## config.mk

```make
export PLATFORM = sky130hd
export DESIGN_NAME = param_loader_flat
export DESIGN_NICKNAME = d
export VERILOG_FILES = /design/src/rtl/param_loader_pkg.sv /design/src/rtl/param_loader_if.sv /design/src/rtl/param_loader_crc8.sv /design/src/rtl/param_loader.sv /design/src/flat_wrapper.sv
export SDC_FILE = /design/constraint.sdc
export NUM_CORES = 1
export LEC_CHECK = 0
export ABC_AREA = 0
export BUFFER_PORTS_ARGS = -buffer_cell sky130_fd_sc_hd__buf_2
export CORE_MARGIN = 8
export CORE_UTILIZATION = 60
export CTS_BUF_LIST = sky130_fd_sc_hd__clkbuf_8
export DETAILED_ROUTE_END_ITERATION = 8
export PLACE_DENSITY = 0.82
export SYNTH_ARGS = -nofsm -noshare
export SYNTH_HDL_FRONTEND = slang
export SYNTH_HIERARCHICAL = 1
export SYNTH_SLANG_ARGS = --single-unit
```

## constraint.sdc

```tcl
create_clock -name clk -period 2.8 [get_ports clk]
set_input_delay 0.84 -clock clk [delete_from_list [all_inputs] [get_ports clk]]
set_output_delay 0.84 -clock clk [all_outputs]
set_load 0.05 [all_outputs]
```

## src/rtl/param_loader_pkg.sv

```systemverilog
// Shared types and helpers for the neuron parameter-chain loader.
// The optional CRC block is enabled with PARAM_LOADER_CRC_EN.
package param_loader_pkg;

    typedef enum logic [1:0] {
        IDLE,
        LOAD,
        SHIFT,
        FINISH
    } state_t;

    localparam logic [7:0] CRC8_POLY = 8'h07;

    function automatic int total_bits(input int n, input int i, input int b);
        return n * (i + b);
    endfunction

    function automatic int num_bytes(input int n, input int i, input int b);
        return (total_bits(n, i, b) + 7) / 8;
    endfunction

endpackage

```

## src/rtl/param_loader_if.sv

```systemverilog
// Host-side byte handshake into the parameter loader.
// master = host, slave = loader.
interface param_loader_if;

    logic [7:0] byte_in;
    logic       byte_valid;
    logic       byte_ready;

    modport master (
        output byte_in,
        output byte_valid,
        input  byte_ready
    );

    modport slave (
        input  byte_in,
        input  byte_valid,
        output byte_ready
    );

endinterface

```

## src/rtl/param_loader_crc8.sv

```systemverilog
// Bit-serial CRC-8 (MSB-first, init 0) with clear and enable.
// Only instantiated when PARAM_LOADER_CRC_EN is defined.
module crc8_serial
    import param_loader_pkg::*;
(
    input  logic       clk,
    input  logic       reset,
    input  logic       clear,
    input  logic       en,
    input  logic       din,
    output logic [7:0] crc
);

    logic fb;

    assign fb = crc[7] ^ din;

    always_ff @(posedge clk) begin
        if (reset || clear) begin
            crc <= 8'h00;
        end else if (en) begin
            crc <= {crc[6:0], 1'b0} ^ (fb ? CRC8_POLY : 8'h00);
        end
    end

endmodule

```

## src/rtl/param_loader.sv

```systemverilog
// Serial MSB-first transmitter for the neuron parameter chain.
// Define PARAM_LOADER_CRC_EN to add a CRC-8 of the shifted stream.
module param_loader
    import param_loader_pkg::*;
#(
    parameter int NEURONS   = 4,
    parameter int INPUTS    = 8,
    parameter int BIAS_BITS = 3
) (
    input  logic           clk,
    input  logic           reset,
    input  logic           start,
    param_loader_if.slave  bus,
    output logic           setup,
    output logic           param_out,
    output logic           busy,
`ifdef PARAM_LOADER_CRC_EN
    output logic [7:0]     crc,
`endif
    output logic           done
);

    localparam int TOTAL = total_bits(NEURONS, INPUTS, BIAS_BITS);
    localparam int RW    = $clog2(TOTAL + 1);

    localparam logic [RW-1:0] TOTAL_R = RW'(TOTAL);
    localparam logic [RW-1:0] ONE_R   = RW'(1);

    state_t        state;
    logic [7:0]    shreg;
    logic [RW-1:0] remaining;
    logic [3:0]    bits_in_byte;
    logic [3:0]    first_bits;

    // Only the upper bits of a final partial byte are sent.
    always_comb begin
        first_bits = 4'd8;
        if (int'(remaining) < 8) begin
            first_bits = 4'(remaining);
        end
    end

    // shreg holds the bits still to follow the one on param_out.
    always_ff @(posedge clk) begin
        if (reset) begin
            state          <= IDLE;
            shreg          <= 8'h00;
            remaining      <= '0;
            bits_in_byte   <= 4'd0;
            bus.byte_ready <= 1'b0;
            setup          <= 1'b0;
            param_out      <= 1'b0;
            busy           <= 1'b0;
            done           <= 1'b0;
        end else begin
            done <= 1'b0;
            unique case (state)
                IDLE: begin
                    if (start) begin
                        state          <= LOAD;
                        remaining      <= TOTAL_R;
                        bus.byte_ready <= 1'b1;
                        busy           <= 1'b1;
                    end
                end
                LOAD: begin
                    if (bus.byte_valid) begin
                        state          <= SHIFT;
                        shreg          <= {bus.byte_in[6:0], 1'b0};
                        param_out      <= bus.byte_in[7];
                        bits_in_byte   <= first_bits;
                        bus.byte_ready <= 1'b0;
                        setup          <= 1'b1;
                    end
                end
                SHIFT: begin
                    shreg        <= {shreg[6:0], 1'b0};
                    remaining    <= remaining - ONE_R;
                    bits_in_byte <= bits_in_byte - 4'd1;
                    if (remaining == ONE_R) begin
                        state     <= FINISH;
                        setup     <= 1'b0;
                        param_out <= 1'b0;
                        done      <= 1'b1;
                    end else if (bits_in_byte == 4'd1) begin
                        state          <= LOAD;
                        setup          <= 1'b0;
                        param_out      <= 1'b0;
                        bus.byte_ready <= 1'b1;
                    end else begin
                        param_out <= shreg[7];
                    end
                end
                FINISH: begin
                    state <= IDLE;
                    busy  <= 1'b0;
                end
                default: state <= IDLE;
            endcase
        end
    end

`ifdef PARAM_LOADER_CRC_EN
    logic start_ok;

    assign start_ok = (state == IDLE) && start;

    crc8_serial u_crc (
        .clk   (clk),
        .reset (reset),
        .clear (start_ok),
        .en    (setup),
        .din   (param_out),
        .crc   (crc)
    );
`endif

endmodule

```

## src/flat_wrapper.sv

```systemverilog
// flat-port wrapper written by rule: the top's interface ports become plain ports
module param_loader_flat import param_loader_pkg::*;
#(
    parameter int NEURONS   = 4,
    parameter int INPUTS    = 8,
    parameter int BIAS_BITS = 3
)
  (clk, reset, start, setup, param_out, busy, done, bus_byte_in, bus_byte_valid, bus_byte_ready);
  param_loader_if bus_i ();
  input  logic clk;
  input  logic reset;
  input  logic start;
  output logic setup;
  output logic param_out;
  output logic busy;
  output logic done;
  input wire logic [$bits(bus_i.byte_in)-1:0] bus_byte_in;
  input wire logic [$bits(bus_i.byte_valid)-1:0] bus_byte_valid;
  output wire logic [$bits(bus_i.byte_ready)-1:0] bus_byte_ready;
  assign bus_i.byte_in = bus_byte_in;
  assign bus_i.byte_valid = bus_byte_valid;
  assign bus_byte_ready = bus_i.byte_ready;
  param_loader #(.NEURONS(NEURONS), .INPUTS(INPUTS), .BIAS_BITS(BIAS_BITS)) u_core (.clk(clk), .reset(reset), .start(start), .bus(bus_i), .setup(setup), .param_out(param_out), .busy(busy), .done(done));
endmodule
```

==> results of run 1 <==
==> sequential cells by signal, indices dropped and copies added, names as in the netlist <==
register	flops
u_core/setup	1
u_core/shreg	7
u_core/param_out	1
u_core/done	1
u_core/busy	1
u_core/bus.byte_ready	1
u_core/state	2
u_core/remaining	6
u_core/bits_in_byte	4
==> power groups by stage <==
stage | Combinational (mW) | Clock (mW) | Sequential (mW)
finish | 0.179 | 0.234 | 0.417
global route | 0.201 | 0.249 | 0.422
CTS | 0.179 | 0.239 | 0.415
detailed placement | 0.178 | 0 | 0.423
global placement | 0.172 | 0 | 0.421
floorplan | 0.131 | 0 | 0.432
==> path summary, 6_finish.rpt <==
| kind | startpoint | cells after the start | end |
|---|---|---|---|
| worst min register to register | u_core/setup | 2 | u_core/setup |
| worst min-delay path | u_core/setup | 2 | u_core/setup |
| worst max register to register | u_core/state[1] | 4 | u_core/bits_in_byte[3] |
| worst max-delay path | u_core/state[1] | 4 | u_core/bits_in_byte[3] |
==> cells in the final DEF (no fill, tap or decap), types with 2 or more instances in the layout <==
master and count:
sky130_fd_sc_hd__mux2_2 2, sky130_fd_sc_hd__nor2_1 21, sky130_fd_sc_hd__dfxtp_1 24, sky130_fd_sc_hd__a311oi_1 9, sky130_fd_sc_hd__nand2_1 20, sky130_fd_sc_hd__nand3_1 3
sky130_fd_sc_hd__clkbuf_8 4, sky130_fd_sc_hd__and2_1 2, sky130_fd_sc_hd__buf_2 16, sky130_fd_sc_hd__inv_2 2, sky130_fd_sc_hd__ha_1 4, sky130_fd_sc_hd__inv_1 5
sky130_fd_sc_hd__a21oi_1 9, sky130_fd_sc_hd__nor3_1 3, sky130_fd_sc_hd__a2bb2oi_1 3, sky130_fd_sc_hd__a211oi_1 4
==> metrics by stage <==
| stage | hold slack, ns | cell area, sq um | instances |
|---|---|---|---|
| floorplan | 0.440 | 1220 | 142 |
| global placement | 0.451 | 1290 | 177 |
| detailed placement | 0.453 | 1290 | 177 |
| CTS | 0.467 | 1340 | 181 |
| global route | 0.492 | 1340 | 181 |
| finish | 0.467 | 1340 | 181 |
==> critical path, delay by kind of cell (launching register included) <==
kind,cells,cell delay (ns)
AND/OR/NAND/NOR,2,0.82
flip-flops,1,0.60
AO/OA/AOI/OAI,2,0.45
==> layer usage <==
metal / GRT usage / share of wire
met5: 0 / 0
met4: 0.0498 / 0.0085
met3: 0.0334 / 0.043
met2: 0.276 / 0.51
met1: 0.188 / 0.44
==> area by class of cell <==
type                       instances  area (sq um)  share of cell area
timing repair buffer              16          80.1              0.0597
tap                               27          33.8              0.0252
clock buffer                       4          55.1              0.0410
multi-input combinational        103           666               0.496
sequential                        24           480               0.358
inverter                           7          26.3              0.0196
==> cell families after synthesis <==
family / after synthesis
flops: 24
buf+inv: 15
xor+xnor: 1
mux: 3
simple gates: 61
compound gates: 34
fa+ha+maj: 4
==> results by stage, run 1 <==
Synth:
- The dominant cell type by area after synthesis is sky130_fd_sc_hd__dfxtp_1.
- Ranked by instance count, the synthesized netlist is headed by sky130_fd_sc_hd__dfxtp_1, sky130_fd_sc_hd__nor2_1, sky130_fd_sc_hd__nand2_1.
- The compound-gate portion of the synthesized area is 0.200.
- In the synthesized netlist, the number of instances is 142.
- The post-synthesis area per instance is 8.62 sq um.
- The largest family of logic cells by synthesized area is simple AND/OR/NAND/NOR gates.
- Of the total synthesized cell area, the portion taken by AND, OR, NAND and NOR gates is 0.269.
- The multiplexer area fraction after synthesis is 0.0266.
- The share of synthesized flip-flops with an asynchronous set or reset is 0.
- The post-synthesis xor/xnor area fraction is 0.00716.
- Of the total synthesized cell area, the portion taken by full adders, half adders and majority gates is 0.0409.
- Counting flops with a built-in enable in the synthesized netlist gives 0.
- The synthesized design contains 24 register bits.
- The netlist area before placement is 1220 sq um.
- The share of synthesized area occupied by flip-flops and latches is 0.393.
- The share of the synthesized area in the top cell type is 0.393.
- During synthesis, Yosys emitted a total of 6 warnings.
- For this run, the leading register cell type out of synthesis is sky130_fd_sc_hd__dfxtp_1.
- sky130_fd_sc_hd__dfxtp_1 is the most common cell in the netlist.
- When the netlist entered floorplanning its net count stood at 158.
- Ranked by total cell area, the synthesized netlist is headed by sky130_fd_sc_hd__dfxtp_1, sky130_fd_sc_hd__a311oi_1, sky130_fd_sc_hd__nor2_1.
- The count of different cell masters after synthesis is 41.

Timing:
- Clock skew on the completed layout was measured at 0.00244 ns.
- The count of pins over their slew limit is 0.
- Setup repair after global routing left no endpoint under its margin.
- The worst path in the final design needs a cycle of 1.97 ns, including I/O delays and setup.
- The number of hold violations in the final report is 0.
- At the pin with the least slew margin, the transition time is 0.714 ns.
- The relative slew slack is 0.524.
- In the final timing run, aggregate negative setup slack is 0 ns.
- Of the available clock period, the critical path in the final layout requires 0.704.
- Across all setup checks in the final design, the least slack found is 0.829 ns.
- Setup violations remaining at the end of the flow were counted as 0.
- For this run, the top clock speed supported by timing is 507 MHz.

Setup path:
- The worst setup path is launched from a register.
- The worst setup path is of the reg2reg kind.
- The longest individual stage delay on the worst path is 0.60 ns.
- The slowest stage cell on the critical path is sky130_fd_sc_hd__dfxtp_1.
- Walking the worst path, the cells encountered are nand2b_1, nand2_4, a21oi_1, a2111oi_1.
- STA puts the critical path data required time at 2.96 ns.
- At the worst endpoint, the arrival time is 2.13 ns.
- The critical-path maximum fanout is 17.
- The sort of element at the end of the critical path is a register.
- The register-to-register path setup slack is 0.83 ns.

Worst hold path:
- The classification of the worst-slack hold path is reg2reg.

Global routing:
- For this run, the total global-route usage over all layers was measured as 0.159.
- The number of antenna violations at the first check in global routing was 0.
- The global-route wire length before repair is 4550 um.
- The pin count of the biggest net entering global routing is 25.
- The number of global-route vias before repair is 995.
- The total congestion overflow is 0.

Detailed routing:
- In the routed design, unresolved DRC markers number 0.
- The number of search-and-repair iterations in the first detailed-routing pass is 4.
- The detailed router finished its first iteration with 32 violations.
- The final antenna-violating net count is 0.
- The average routed wire per standard cell is 14.4 um.
- The number of vias in the routed layout is 1041.
- The average vias per placed instance is 5.75.
- The total routed wirelength is 2600 um.

Clock network:
- The later pin in the worst-skew pair is clocked with a latency of 0.26 ns.
- The clock buffer count from CTS is 3.
- The number of clock sinks seen by CTS is 24.
- Buffers added to address setup during post-CTS repair amount to 0.
- In this run the number of H-tree levels came out at 1.
- The clock slew seen by the registers of the worst setup and hold paths is 0.08 ns.
- The cell sitting at the root of the clock tree is a sky130_fd_sc_hd__clkbuf_8.
- Gates resized during post-CTS repair numbered 0.
- Counting along the longest clock path gives a buffer depth of 2.
- TritonCTS built the clock tree.
- The number of hold buffers added after CTS was 0.

Place:
- The worst setup timing slack at the placement stage is 0.851 ns.
- Routability-driven placement finished with a final weighted congestion of 0.738.
- The wire-length estimate of the detail-placed layout is 1880 um.
- During placement, the flow inserted port buffers numbering 16.

Floorplan:
- Pin placement for this block handled 17 I/O pins.
- The die covers 3740 sq um.
- The initial utilization of the core area, before any placement, comes to 0.630.
- The die span in y is 61.2 um.
- The placeable core region is 1940 sq um.
- The die is 61.2 um wide.
- The total number of placement rows is 16.

Cells and area:
- The net count of the finished layout is 171.
- The proportion of layout cells with a drive suffix above 1 is 0.195.
- 0 antenna diodes ended up in the layout.
- The count of fill cells added during filler insertion is 167.
- The area added between synthesis and finish is 9.61%.
- The share of the core filled with cells is 0.691.

Power:
- Of the total power, the share spent switching nets is 0.306.
- The portion of total power attributed to sequential cells is 0.503.
- The part of the total power dissipated in combinational logic is 0.216.
- The maximum vdd ir drop is 0.000369 V.
- The net switching power of the design is 0.254 mW.
- The power density over cell area is 618 nW/um^2.
- In this run the static leakage power is 0.522 nW.
- Power comes to 0.829 mW.
- The internal power is 0.575 mW.
- The part of the power in the clock network is 0.282.

Status:
- The run finished with clean final reports.

Flow run:
- Across the run, the number of max-cap violations was 0.
(Power assumes the default switching activity.)
==> inputs of run 2 (changes only) <==
- CORE_UTILIZATION: 60 -> 53
- PLACE_DENSITY: 0.82 -> 0.76
- clock period: 2.8 -> 1.75 ns (I/O delays scaled with it)
==> run 2 against run 1 <==
Count of clock-buffer cells in the layout fell by 1. Worst setup slack got worse by 0.64 ns. Wire length rose by 5.4%. Critical path depth did not move. Non-clock buffer count rose by 4. Design area rose by 3.5%. Combinational power rose by 73%. Flip-flop and latch count did not move. Clock skew fell by 0.00053 ns. Die area rose by 9.7%. Critical path type unchanged. Largest power group unchanged.
==> results by stage, run 2 (same netlist as run 1, synthesis figures left out) <==
Cells and area:
- The commonest non-fill, non-tap cell in the layout is sky130_fd_sc_hd__dfxtp_1.
- The proportion of layout cells with a drive suffix above 1 came to 0.215 (+0.0204).
- The number of antenna repair diodes was 0 (unchanged).
- The count of fill cells added during filler insertion is 186 (+11%).
- The top cell types in the final layout, fill and taps aside, are sky130_fd_sc_hd__dfxtp_1, sky130_fd_sc_hd__nor2_1, sky130_fd_sc_hd__nand2_1.
- u_core/shreg holds more flip-flops than any other register.
- The number of flip-flops in the largest register came to 7 (unchanged).
- The share of the core filled with cells is 0.634 (-0.0568).
- Relative to the synthesized area, the layout overhead comes to 13.5%.
- The net count of the finished layout is 175 (+2.3%).
- The largest registers in the layout are u_core/shreg: 7 flops, u_core/remaining: 6 flops, u_core/bits_in_byte: 4 flops.

Power:
- The portion of total power attributed to sequential cells is 0.453 (-0.050).
- The part of the power in the clock network is 0.333 (+0.051).
- The leakage power figure is 0.548 nW (+5.0%).
- The switching portion of total power is 0.286 (-0.0205).
- The net switching power of the design is 0.414 mW (+63%).
- The maximum vdd ir drop is 0.000689 V (+87%).
- The internal power is 1.03 mW (+80%).
- The part of the total power dissipated in combinational logic was 0.214 (-0.002).
- The power density over cell area is 1040 nW/um^2 (+69%).

Place:
- The placed wire-length estimate after detailed placement was 2060 um (+9.6%).
- The count of port buffers added during placement is 16 (unchanged).
- The final weighted congestion in routability-driven placement is 0.766 (+3.9%).

Setup path:
- The worst register-to-register path begins at u_core/state[1].
- The worst reg2reg path endpoint is u_core/bits_in_byte[3].
- STA classifies the critical path endpoint as a register.
- The worst endpoint data arrival time is 1.71 ns (-0.42 ns).
- The length in cells of the worst reg-to-reg path came to 4 (unchanged).
- The worst setup path is of the reg2reg kind.
- The longest individual stage delay on the worst path is 0.50 ns (-0.10 ns).
- The critical-path maximum fanout came to 14 (-3).
- The data required time of the critical path is 1.90 ns (-1.06 ns).
- For this design, the slowest cell found on the critical path is sky130_fd_sc_hd__dfxtp_1.
- The critical path goes through nand2b_1, nand2_4, a21oi_1, a2111oi_1.
- The launching element type of the critical path is a register.
- The register-to-register path setup slack came to 0.19 ns (-0.64 ns).

Timing:
- The final clock skew is 0.00191 ns (-0.000526 ns).
- The transition time at the pin with the least slew margin was 0.459 ns (-0.255 ns).
- The final critical delay including setup and external delays is 1.56 ns (-0.412 ns).
- The highest achievable clock rate was 642 MHz (+26%).
- The setup-violating endpoint count in the final report is 0 (unchanged).
- The count of pins over their slew limit came to 0 (unchanged).
- The number of hold violations in the final report is 0 (unchanged).
- The post-route fraction of the period consumed by the critical path was 0.891 (+0.187).
- Setup repair after global routing left no endpoint under its margin.
- The relative slew slack is 0.691 (+0.167).
- The post-route setup TNS is 0 ns (unchanged).

Floorplan:
- The placeable core region is 2190 sq um (+13%).
- The total number of placement rows is 17 (+1).
- The die span in y is 64.1 um (+4.7%).
- The number of placed I/O pins is 17 (unchanged).
- The die outline width was 64.1 um (+4.7%).
- The area of the die is 4100 sq um (+9.7%).
- The initial standard-cell utilization of the core is 0.559 (-0.0716).

Detailed routing:
- The total routed wirelength was 2740 um (+5.4%).
- The post-route DRC violation count is 0 (unchanged).
- The number of search-and-repair iterations in the first detailed-routing pass is 4 (unchanged).
- The average routed wire per standard cell is 14.7 um (+2.6%).
- The average vias per placed instance is 5.72 (-0.54%).
- The final antenna-violating net count was 0 (unchanged).
- The count of routing violations after the opening detailed-route iteration came to 29 (-9.4%).
- The number of vias in the routed layout is 1064 (+2.2%).

Clock network:
- The clock insertion delay at the later pin of the skew report is 0.27 ns (about the same).
- TritonCTS built the clock tree.
- The maximum count of clock buffers along a single path is 2 (unchanged).
- The clock buffer count from CTS came to 3 (unchanged).
- The number of buffers inserted for hold repair after clock tree synthesis is 0 (unchanged).
- The quantity of gates resized following cts was 0 (unchanged).
- The tree is rooted in a sky130_fd_sc_hd__clkbuf_8.
- The number of setup buffers added after CTS is 0 (unchanged).
- The H-tree depth reported by CTS came to 1 (unchanged).
- The clock slew seen by the registers of the worst setup and hold paths was 0.08 ns (about the same).
- The number of clock sinks seen by CTS is 24 (unchanged).

Worst hold path:
- The cell count of the worst hold path is 2 (unchanged).
- The worst hold path belongs to the class reg2reg.
- The startpoint identified for the worst hold timing path is u_core/setup.
- For hold timing, the worst endpoint is u_core/setup.

Global routing:
- The pin count of the biggest net entering global routing is 25 (unchanged).
- The global-route wire length before repair came to 4690 um (+2.9%).
- The number of global-route vias before repair is 1056 (+6.1%).
- The total congestion overflow is 0 (unchanged).
- The combined global-route utilization of all metal layers is 0.136 (-0.0227).
- The number of antenna violations at the first check in global routing is 0 (unchanged).

Status:
- The flow ran to the end, and the final reports show no timing, DRC or antenna violations.

Flow run:
- The count of maximum capacitance violations is 0 (unchanged).
==> run 2: cell type report <==
class                   count  area, sq um  area share
well taps                  28         35.0      0.0252
clock buffers               3         41.3      0.0297
clock inverters             1         30.0      0.0216
multi-input cells         103          666       0.479
repair buffers             20          110      0.0793
flip-flops and latches     24          480       0.346
inverters                   7         26.3      0.0189
==> run 2: per-layer routing <==
| metal | vias to the layer above | wire [um] | GRT usage |
|---|---|---|---|
| li1 | 539 | - | - |
| met1 | 505 | 1270 | 0.151 |
| met2 | 16 | 1340 | 0.231 |
| met3 | 4 | 102 | 0.0401 |
| met4 | 0 | 29 | 0.0669 |
| met5 | - | 0 | 0 |
==> run 2: worst max path at each step <==
stage,startpoint,to,slack [ns],cells past startpoint
2_1_floorplan,u_core/state[0],u_core/remaining[3],0.49,5
3_3_place_gp,bus_byte_valid,u_core/bits_in_byte[1],0.26,5
3_5_place_dp,bus_byte_valid,u_core/bits_in_byte[3],0.16,5
4_1_cts,u_core/state[1],u_core/bits_in_byte[3],0.20,4
5_1_grt,u_core/state[0],u_core/bits_in_byte[1],0.09,5
6_report,u_core/state[1],u_core/bits_in_byte[3],0.19,4
==> run 2: power groups by stage <==
| stage | clock [mW] | combinational (mW) | sequential, mW |
|---|---|---|---|
| after floorplan | 0 | 0.210 | 0.691 |
| after global placement | 0 | 0.299 | 0.662 |
| after detailed placement | 0 | 0.309 | 0.667 |
| after CTS | 0.492 | 0.311 | 0.654 |
| after global routing | 0.518 | 0.341 | 0.664 |
| final | 0.482 | 0.310 | 0.655 |
==> run 2: per-stage QoR <==
stage                     cells  worst slack, ns  hold slack [ns]  area [sq um]  total power, mW
after global placement      182            0.264            0.449          1320            0.961
after floorplan             142            0.492            0.440          1220            0.901
after CTS                   186            0.205            0.468          1390             1.46
final                       186            0.191            0.467          1390             1.45
after global routing        186           0.0882            0.486          1390             1.52
after detailed placement    182            0.164            0.456          1320            0.976
==> run 2: worst max-delay path: cells and delay by family, from the launching register on <==
kind | cells | cell delay [ns]
and+or+nand+nor | 2 | 0.49
AOI/OAI and AO/OA | 2 | 0.45
DFF | 1 | 0.50
